File: src/rtl/mem_arb_pkg.sv
// Shared definitions for the matrix-engine memory arbiter: parameter defaults,
// FSM state encoding and fixed requester indices.
package mem_arb_pkg;

  localparam int NREQ_DEF      = 3;
  localparam int AW_DEF        = 8;
  localparam int DW_DEF        = 8;
  localparam int MAX_BURST_DEF = 16;

  localparam int REQ_LOADER  = 0;
  localparam int REQ_COMPUTE = 1;
  localparam int REQ_READOUT = 2;

  typedef enum logic {
    ST_IDLE  = 1'b0,
    ST_OWNED = 1'b1
  } arb_state_t;

endpackage

File: src/rtl/rr_pick.sv
// Combinational round-robin selector: picks the first requester after last_owner,
// wrapping, so the previous owner is considered last.
module rr_pick #(
  parameter int NREQ = 3,
  parameter int IW   = 2
) (
  input  logic [NREQ-1:0] req,
  input  logic [IW-1:0]   last_owner,
  output logic [NREQ-1:0] pick,
  output logic [IW-1:0]   idx,
  output logic            any
);

  always_comb begin
    int w_best;
    int w_dist;
    w_best = NREQ;
    w_dist = 0;
    pick   = '0;
    idx    = '0;
    for (int i = 0; i < NREQ; i++) begin
      // Distance from last_owner+1 in rotation order; the old owner lands at NREQ-1.
      w_dist = (i + 2 * NREQ - 1 - int'(last_owner)) % NREQ;
      if (req[i] && (w_dist < w_best)) begin
        w_best  = w_dist;
        pick    = '0;
        pick[i] = 1'b1;
        idx     = IW'(i);
      end
    end
    any = (w_best < NREQ);
  end

endmodule

File: src/rtl/mat_mem_arbiter.sv
// Round-robin arbiter sharing one synchronous-read memory port among NREQ
// requesters, with lockable bursts capped at MAX_BURST accesses per grant.
module mat_mem_arbiter
  import mem_arb_pkg::*;
#(
  parameter int NREQ      = NREQ_DEF,
  parameter int AW        = AW_DEF,
  parameter int DW        = DW_DEF,
  parameter int MAX_BURST = MAX_BURST_DEF
) (
  input  logic               clk,
  input  logic               rst,
  input  logic [NREQ-1:0]    req,
  input  logic [NREQ-1:0]    lock,
  input  logic [NREQ-1:0]    we,
  input  logic [NREQ*AW-1:0] addr,
  input  logic [NREQ*DW-1:0] wdata,
  output logic [NREQ-1:0]    gnt,
  output logic               mem_en,
  output logic               mem_wen,
  output logic [AW-1:0]      mem_addr,
  output logic [DW-1:0]      mem_wdata,
  input  logic [DW-1:0]      mem_rdata,
  output logic [NREQ-1:0]    rvalid,
  output logic [DW-1:0]      rdata,
  output logic               busy
);

  localparam int IW = (NREQ > 1) ? $clog2(NREQ) : 1;
  localparam int BW = (MAX_BURST > 1) ? $clog2(MAX_BURST) : 1;
  localparam logic [BW-1:0] BURST_LAST = BW'(MAX_BURST - 1);

  arb_state_t      r_state;
  logic [NREQ-1:0] r_gnt;
  logic [IW-1:0]   r_owner;
  logic [BW-1:0]   r_burst;
  logic [NREQ-1:0] r_rvalid;

  logic [NREQ-1:0] w_pick;
  logic [IW-1:0]   w_idx;
  logic            w_any;
  logic            w_keep;
  logic            w_en;
  logic            w_wen;
  logic [AW-1:0]   w_addr;
  logic [DW-1:0]   w_wdata;

  rr_pick #(
    .NREQ (NREQ),
    .IW   (IW)
  ) u_rr_pick (
    .req        (req),
    .last_owner (r_owner),
    .pick       (w_pick),
    .idx        (w_idx),
    .any        (w_any)
  );

  // r_owner doubles as last_owner: it holds the most recent grant even in IDLE.
  assign w_keep = (r_state == ST_OWNED) && req[r_owner] && lock[r_owner] &&
                  ((NREQ == 1) || (r_burst < BURST_LAST));

  always_comb begin
    w_en    = 1'b0;
    w_wen   = 1'b0;
    w_addr  = '0;
    w_wdata = '0;
    for (int i = 0; i < NREQ; i++) begin
      if (r_gnt[i] && req[i]) begin
        w_en    = 1'b1;
        w_wen   = we[i];
        w_addr  = addr[i*AW +: AW];
        w_wdata = wdata[i*DW +: DW];
      end
    end
  end

  always_ff @(posedge clk or negedge rst) begin
    if (!rst) begin
      r_state  <= ST_IDLE;
      r_gnt    <= '0;
      r_owner  <= IW'(NREQ - 1);
      r_burst  <= '0;
      r_rvalid <= '0;
    end else begin
      r_rvalid <= (w_en && !w_wen) ? r_gnt : '0;
      if (w_keep) begin
        r_burst <= r_burst + BW'(1);
      end else if (w_any) begin
        // A lone requester at its burst limit is re-picked here with a fresh count.
        r_state <= ST_OWNED;
        r_gnt   <= w_pick;
        r_owner <= w_idx;
        r_burst <= '0;
      end else begin
        r_state <= ST_IDLE;
        r_gnt   <= '0;
        r_burst <= '0;
      end
    end
  end

  assign gnt       = r_gnt;
  assign busy      = |r_gnt;
  assign rvalid    = r_rvalid;
  assign rdata     = mem_rdata;
  assign mem_en    = w_en;
  assign mem_wen   = w_wen;
  assign mem_addr  = w_addr;
  assign mem_wdata = w_wdata;

endmodule

File: config.mk
export PLATFORM = sky130hd
export DESIGN_NAME = mat_mem_arbiter
export DESIGN_NICKNAME = d
export VERILOG_FILES = /design/src/rtl/mem_arb_pkg.sv /design/src/rtl/rr_pick.sv /design/src/rtl/mat_mem_arbiter.sv
export SDC_FILE = /design/constraint.sdc
export NUM_CORES = 1
export LEC_CHECK = 0
export CAP_MARGIN = 20
export CORE_MARGIN = 4
export CORE_UTILIZATION = 55
export CTS_CLUSTER_DIAMETER = 150
export DETAILED_ROUTE_END_ITERATION = 12
export DONT_BUFFER_PORTS = 1
export GPL_TIMING_DRIVEN = 0
export PLACE_DENSITY = 0.7
export SLEW_MARGIN = 30
export SYNTH_ARGS = -nofsm -noshare
export SYNTH_HDL_FRONTEND = slang
export SYNTH_HIERARCHICAL = 1
export SYNTH_SLANG_ARGS = --single-unit
File: constraint.sdc
create_clock -name clk -period 10 [get_ports clk]
set_input_delay 2 -clock clk [delete_from_list [all_inputs] [get_ports clk]]
set_output_delay 2 -clock clk [all_outputs]
set_load 0.1 [all_outputs]
==> impl_metrics.toml, run 1 <==
[layout]
area_growth_pct = 10.8
antenna_cells = 0
fillerInstances = 346
fin_nets = 385
drive_gt1_frac = 0.196
finalNonFillerCells = 334

[placement]
place_inst = 330
dp_hpwl_um = 4390
port_buffers = 0
gp_congestion = 0.866

[worst_setup_path]
ff2ff_setup_slack_ns = 4.49
max_stage_delay_ns = 0.38
end_kind = "flop"
crit_type = "input port to flop"
crit_required_ns = 10.12
crit_slowest_cell = "ha_1"
path_delay_family = "compound AO/OA/AOI/OAI gates"
crit_chain = "nor2b_1, nand2_1, ha_1, a21o_1, a21o_1, a2111oi_2, a21oi_1, buf_4, mux2i_1, ha_1, a21oi_1, o21ai_1, o2111ai_1, nand4b_1, nor2_1, o21ai_2, mux2_4, o22ai_1, buf_1, a21oi_1, a311o_2"
cp-endpoint = "r_owner[0]$_DFFE_PN0P_"
cp_num_cells = 21
worstRegToRegCells = 25
crit_path_start_kind = "input port"
r2r_start = "r_owner[1]$_DFFE_PN1P_"
worstSetupStartpoint = "req[0]"
cp.arrival_ns = 6.48
path_max_fanout = 10
r2r_end = "r_owner[0]$_DFFE_PN0P_"
crit_top_cell = "a21oi_1"
path_buf_inv = 2

[yosys]
yosys.cell_types.count = 57
netlist_area_mm2 = 0.00216
yosysWarnings = 6
ys.flop_type = "dfrtp_1"
synth-edff-count = 0
avgSynthCellArea_um2 = 7.70
yosys.area.top_type = "ha_1"
synthArstFlopShare = 1.00
ys_seq_area_frac = 0.151
netlist.area_leader.share = 0.179
synth_area_leaders = "ha_1 18%, dfrtp_1 14%, nor2_1 7.8%"
syn_inst = 281
ys_seq_elements = 13

[global_routing]
grt_pass1_vias = 2005
grt.total_usage = 0.208
grt.overflow.total = 0
grt_max_degree = 14
grt_pass1_wl_um = 8870
antenna_found_initial = 0

[drt]
num_vias = 2043
avgRoutedWirePerCell_um = 15.8
routed_wirelength_um = 5290
viasPerCell = 6.12
drt_iter0_drc = 56
firstDrtPassIters = 4
drc_errors = 0
ant_nets = 0

[clock_tree]
cts.path.max_buffers = 2
clock-sinks = 13
cts_setup_buffers = 0
cts_hold_buf = 0
h-tree-depth = 1
cts-root-buf = "clkbuf_8"
cts_buffers = 3
cts-resized-gates = 0
worst_setup_hold_path_clk_slew_ns = 0.05
cts_tree = "done"
clk_latency_ns = 0.24

[timing]
skew_ns = 0.000527
max_slew_margin = 0.341
drv_slew = 0
period_share = 0.636
hold_violations = 0
fmax_mhz = 157
worst_pin_slew_ns = 0.988
fin_crit_ns = 6.36
rsz0062_at_grt = "no"
setup_violations = 0
setup_tns_ns = 0

[floorplan]
die_w_um = 70.7
die_area_mm2 = 0.00500
die_y_um = 70.7
rows = 22
start_util = 0.578
io_pins = 100
core_area_mm2 = 0.00374

[hold_path]
min_path_cells = 1
hold_class = "flop to flop"

[run_status]
outcome = "completed"

[run]
cap_violations = 0
[worst min-delay path by stage]
stage | startpoint | end | slack, ns
2_1_floorplan | r_burst[0]$_DFF_PN0_ | r_burst[0]$_DFF_PN0_ | 0.43
3_3_place_gp | r_burst[0]$_DFF_PN0_ | r_burst[0]$_DFF_PN0_ | 0.45
3_5_place_dp | r_burst[0]$_DFF_PN0_ | r_burst[0]$_DFF_PN0_ | 0.45
4_1_cts | r_burst[0]$_DFF_PN0_ | r_burst[0]$_DFF_PN0_ | 0.46
5_1_grt | r_burst[0]$_DFF_PN0_ | r_burst[0]$_DFF_PN0_ | 0.50
6_report | r_burst[0]$_DFF_PN0_ | r_burst[0]$_DFF_PN0_ | 0.45
[area by class of cell]
type | instances | area, um2 | area share
Multi-Input combinational cell | 234 | 1770 | 0.737
Sequential cell | 13 | 327 | 0.136
Buffer | 22 | 150 | 0.0626
Tap cell | 48 | 60.1 | 0.0250
Inverter | 13 | 48.8 | 0.0203
Clock buffer | 4 | 45.0 | 0.0188
[cell usage after synthesis, types with 4 or more instances]
| cell type | instances |
|---|---|
| nor2_1 | 45 |
| ha_1 | 31 |
| nand2_1 | 27 |
| a221oi_1 | 16 |
| a21oi_1 | 15 |
| nand3_1 | 15 |
| buf_4 | 13 |
| inv_1 | 13 |
| dfrtp_1 | 12 |
| mux2i_1 | 10 |
| and2_1 | 6 |
| nor2b_1 | 5 |
| o21ai_0 | 5 |
| nand2b_1 | 4 |
| nor3_1 | 4 |
[cell usage in the layout, fill, tap and decap left out, types with 3 or more instances in the layout]
master | Yosys | routed
nor3_1 | 4 | 4
a21oi_1 | 15 | 15
nand2_1 | 27 | 27
nand3_1 | 15 | 14
nor2_1 | 45 | 29
clkbuf_8 | 0 | 3
clkbuf_1 | 3 | 4
mux2i_1 | 10 | 10
o21a_1 | 3 | 3
o211ai_1 | 3 | 3
buf_2 | 3 | 3
inv_1 | 13 | 13
a221oi_1 | 16 | 16
and2_1 | 6 | 6
buf_4 | 13 | 13
a21o_1 | 3 | 3
o21ai_0 | 5 | 5
nor2b_1 | 5 | 5
ha_1 | 31 | 31
nand2b_1 | 4 | 4
nor2_4 | 0 | 16
dfrtp_1 | 12 | 12
a211oi_1 | 3 | 3
[stage by stage]
step / hold WS, ns / worst slack, ns / utilization / area, um2
finish: 0.454 / 3.64 / 0.641 / 2400
global route: 0.498 / 3.22 / 0.641 / 2400
CTS: 0.460 / 3.69 / 0.639 / 2390
detailed placement: 0.454 / 3.45 / 0.627 / 2350
global placement: 0.452 / 3.51 / 0.595 / 2230
floorplan: 0.432 / 3.94 / - / 2170
[layer usage]
layer / up-vias / track usage / wire (um)
li1: 1017 / - / -
met1: 939 / 0.257 / 2280
met2: 83 / 0.379 / 2580
met3: 4 / 0.0426 / 396
met4: 0 / 0.0292 / 36
met5: - / 0 / 0
[sequential cells by signal, summed over array words and instances (netlist names)]
| signal | count |
|---|---|
| r_burst | 4 |
| r_state | 1 |
| r_owner | 2 |
| rvalid | 3 |
| gnt | 3 |
[cell families after synthesis]
family,Yosys count,share of synthesized area
buffers and inverters,35,0.0919
flip-flops,13,0.151
AO/OA/AOI/OAI,65,0.236
XOR/XNOR,3,0.0121
other,1,0.00173
multiplexers,11,0.0532
adder cells (fa/ha/maj),31,0.179
AND/OR/NAND/NOR,122,0.275
Power of run 1 is not shown: default switching activity piles up to over one toggle a cycle in this logic, so the estimate is an artifact.
==> run 2: changes to the inputs <==
--- a/config.mk
+++ b/config.mk
@@ -12,7 +12,7 @@
 export DETAILED_ROUTE_END_ITERATION = 12
 export DONT_BUFFER_PORTS = 1
 export GPL_TIMING_DRIVEN = 0
-export PLACE_DENSITY = 0.7
+export PLACE_DENSITY = 0.73
 export SLEW_MARGIN = 30
 export SYNTH_ARGS = -nofsm -noshare
 export SYNTH_HDL_FRONTEND = slang
==> constraint.sdc (replaced) <==
create_clock -name clk -period 5.3 [get_ports clk]
set_input_delay 1.06 -clock clk [delete_from_list [all_inputs] [get_ports clk]]
set_output_delay 1.06 -clock clk [all_outputs]
set_load 0.1 [all_outputs]
==> impl_metrics.toml, run 2 (synthesis gave the netlist of run 1 again) <==
[global_routing]
antenna_found_initial = 0
grt_pass1_vias = 1855
grt_max_degree = 14
grt_pass1_wl_um = 8740
grt.overflow.total = 0
grt.total_usage = 0.208

[worst_setup_path]
path_delay_family = "compound AO/OA/AOI/OAI gates"
max_stage_delay_ns = 0.36
path_buf_inv = 2
crit_required_ns = 5.42
crit_slowest_cell = "ha_1"
cp.arrival_ns = 5.07
crit_type = "input port to flop"
crit_chain = "nor2b_2, nand2_2, ha_1, a21o_1, a21o_1, a2111oi_4, a21oi_2, buf_6, mux2i_1, ha_1, a211oi_1, nor2_1, o2111ai_1, nand4b_1, nor2_1, o21ai_2, mux2_4, o22ai_1, buf_4, a21oi_1, a311o_2"
crit_path_start_kind = "input port"
end_kind = "flop"
path_max_fanout = 10

[placement]
place_area_mm2 = 0.00235
dp_hpwl_um = 4510
port_buffers = 0
place_inst = 330
gp_congestion = 0.847

[floorplan]
rows = 22
die_w_um = 70.7
die_y_um = 70.7
die_area_mm2 = 0.00500
io_pins = 100
start_util = 0.578
core_area_mm2 = 0.00374

[drt]
viasPerCell = 6.07
avgRoutedWirePerCell_um = 16.2
drt_iter0_drc = 139
firstDrtPassIters = 4
drc_errors = 0
ant_nets = 0
num_vias = 2046
routed_wirelength_um = 5460

[timing]
hold_ws_ns = 0.464
setup_violations = 0
skew_ns = 0.00422
fmax_mhz = 202
worst_pin_slew_ns = 0.994
hold_violations = 0
drv_slew = 0
max_slew_margin = 0.337
fin_crit_ns = 4.95
period_share = 0.934

[layout]
postLayoutCellArea_mm2 = 0.00247
antenna_cells = 0
layout_commonest_cell = "ha_1"
layout_common_cells = "30 x ha_1, 28 x nor2_1, 26 x nand2_1"
drive_gt1_frac = 0.242
largest_reg_flops = 4
fin_nets = 388
area_growth_pct = 14.3
top_register = "r_burst"
finalNonFillerCells = 337

[clock_tree]
cts_hold_buf = 0
cts-root-buf = "clkbuf_8"
worst_setup_hold_path_clk_slew_ns = 0.05
cts.path.max_buffers = 2
cts_tree = "done"
clock-sinks = 13
cts_buffers = 3
clk_latency_ns = 0.24
h-tree-depth = 1

[run]
cap_violations = 0

[hold_path]
hold_class = "flop to flop"

[run_status]
outcome = "completed"
[run 2: cell types whose count changed in the layout (fill, tap and decap cells not counted), sizes merged]
cell and delta:
buf +3
[run 2: worst paths after layout]
| path | from | end | slack [ns] | cells after the start |
|---|---|---|---|---|
| max reg2reg | r_owner[1]$_DFFE_PN1P_ | r_owner[0]$_DFFE_PN0P_ | 0.37 | 25 |
| min in group asynchronous | rst | r_burst[2]$_DFF_PN0_ | 0.51 | 0 |
| max in group asynchronous | rst | r_owner[1]$_DFFE_PN1P_ | 4.62 | 0 |
| min | r_burst[0]$_DFF_PN0_ | r_burst[0]$_DFF_PN0_ | 0.46 | 1 |
| min reg2reg | r_burst[0]$_DFF_PN0_ | r_burst[0]$_DFF_PN0_ | 0.46 | 1 |
| max | req[0] | r_owner[0]$_DFFE_PN0P_ | 0.35 | 21 |
[run 2: cell type report]
cell class	instances	area [um2]
flip-flops and latches	13	328
multi-input cells	234	1810
fillers	318	1270
inverters	13	48.8
clock buffers	4	45.0
repair buffers	3	22.5
plain buffers	22	159
well taps	48	60.1
[run 2: timing repair]
| item | 4_1_cts | 5_1_grt |
|---|---|---|
| setup buffers | 0 | 3 |
| pin swaps | 0 | 3 |
| endpoints found under the setup margin | 1 | 6 |
| gates resized for setup | 1 | 16 |
[run 2: per-stage QoR]
step / utilization / setup TNS, ns / worst slack [ns]
2_1_floorplan: - / 0 / 0.183
3_3_place_gp: 0.595 / -0.190 / -0.190
3_5_place_dp: 0.627 / -0.483 / -0.269
4_1_cts: 0.640 / 0 / 0.0137
5_1_grt: 0.661 / -0.00808 / -0.00808
6_report: 0.661 / 0 / 0.350
[run 2: metal layers]
layer	routed length, um	part of all wire	track usage	vias up
met5	0	0	0	-
met4	34	0.0062	0.0334	0
met3	413	0.076	0.0412	4
met2	2830	0.52	0.376	83
met1	2190	0.40	0.258	929
li1	-	-	-	1030
Power of run 2 is left out for the same reason.
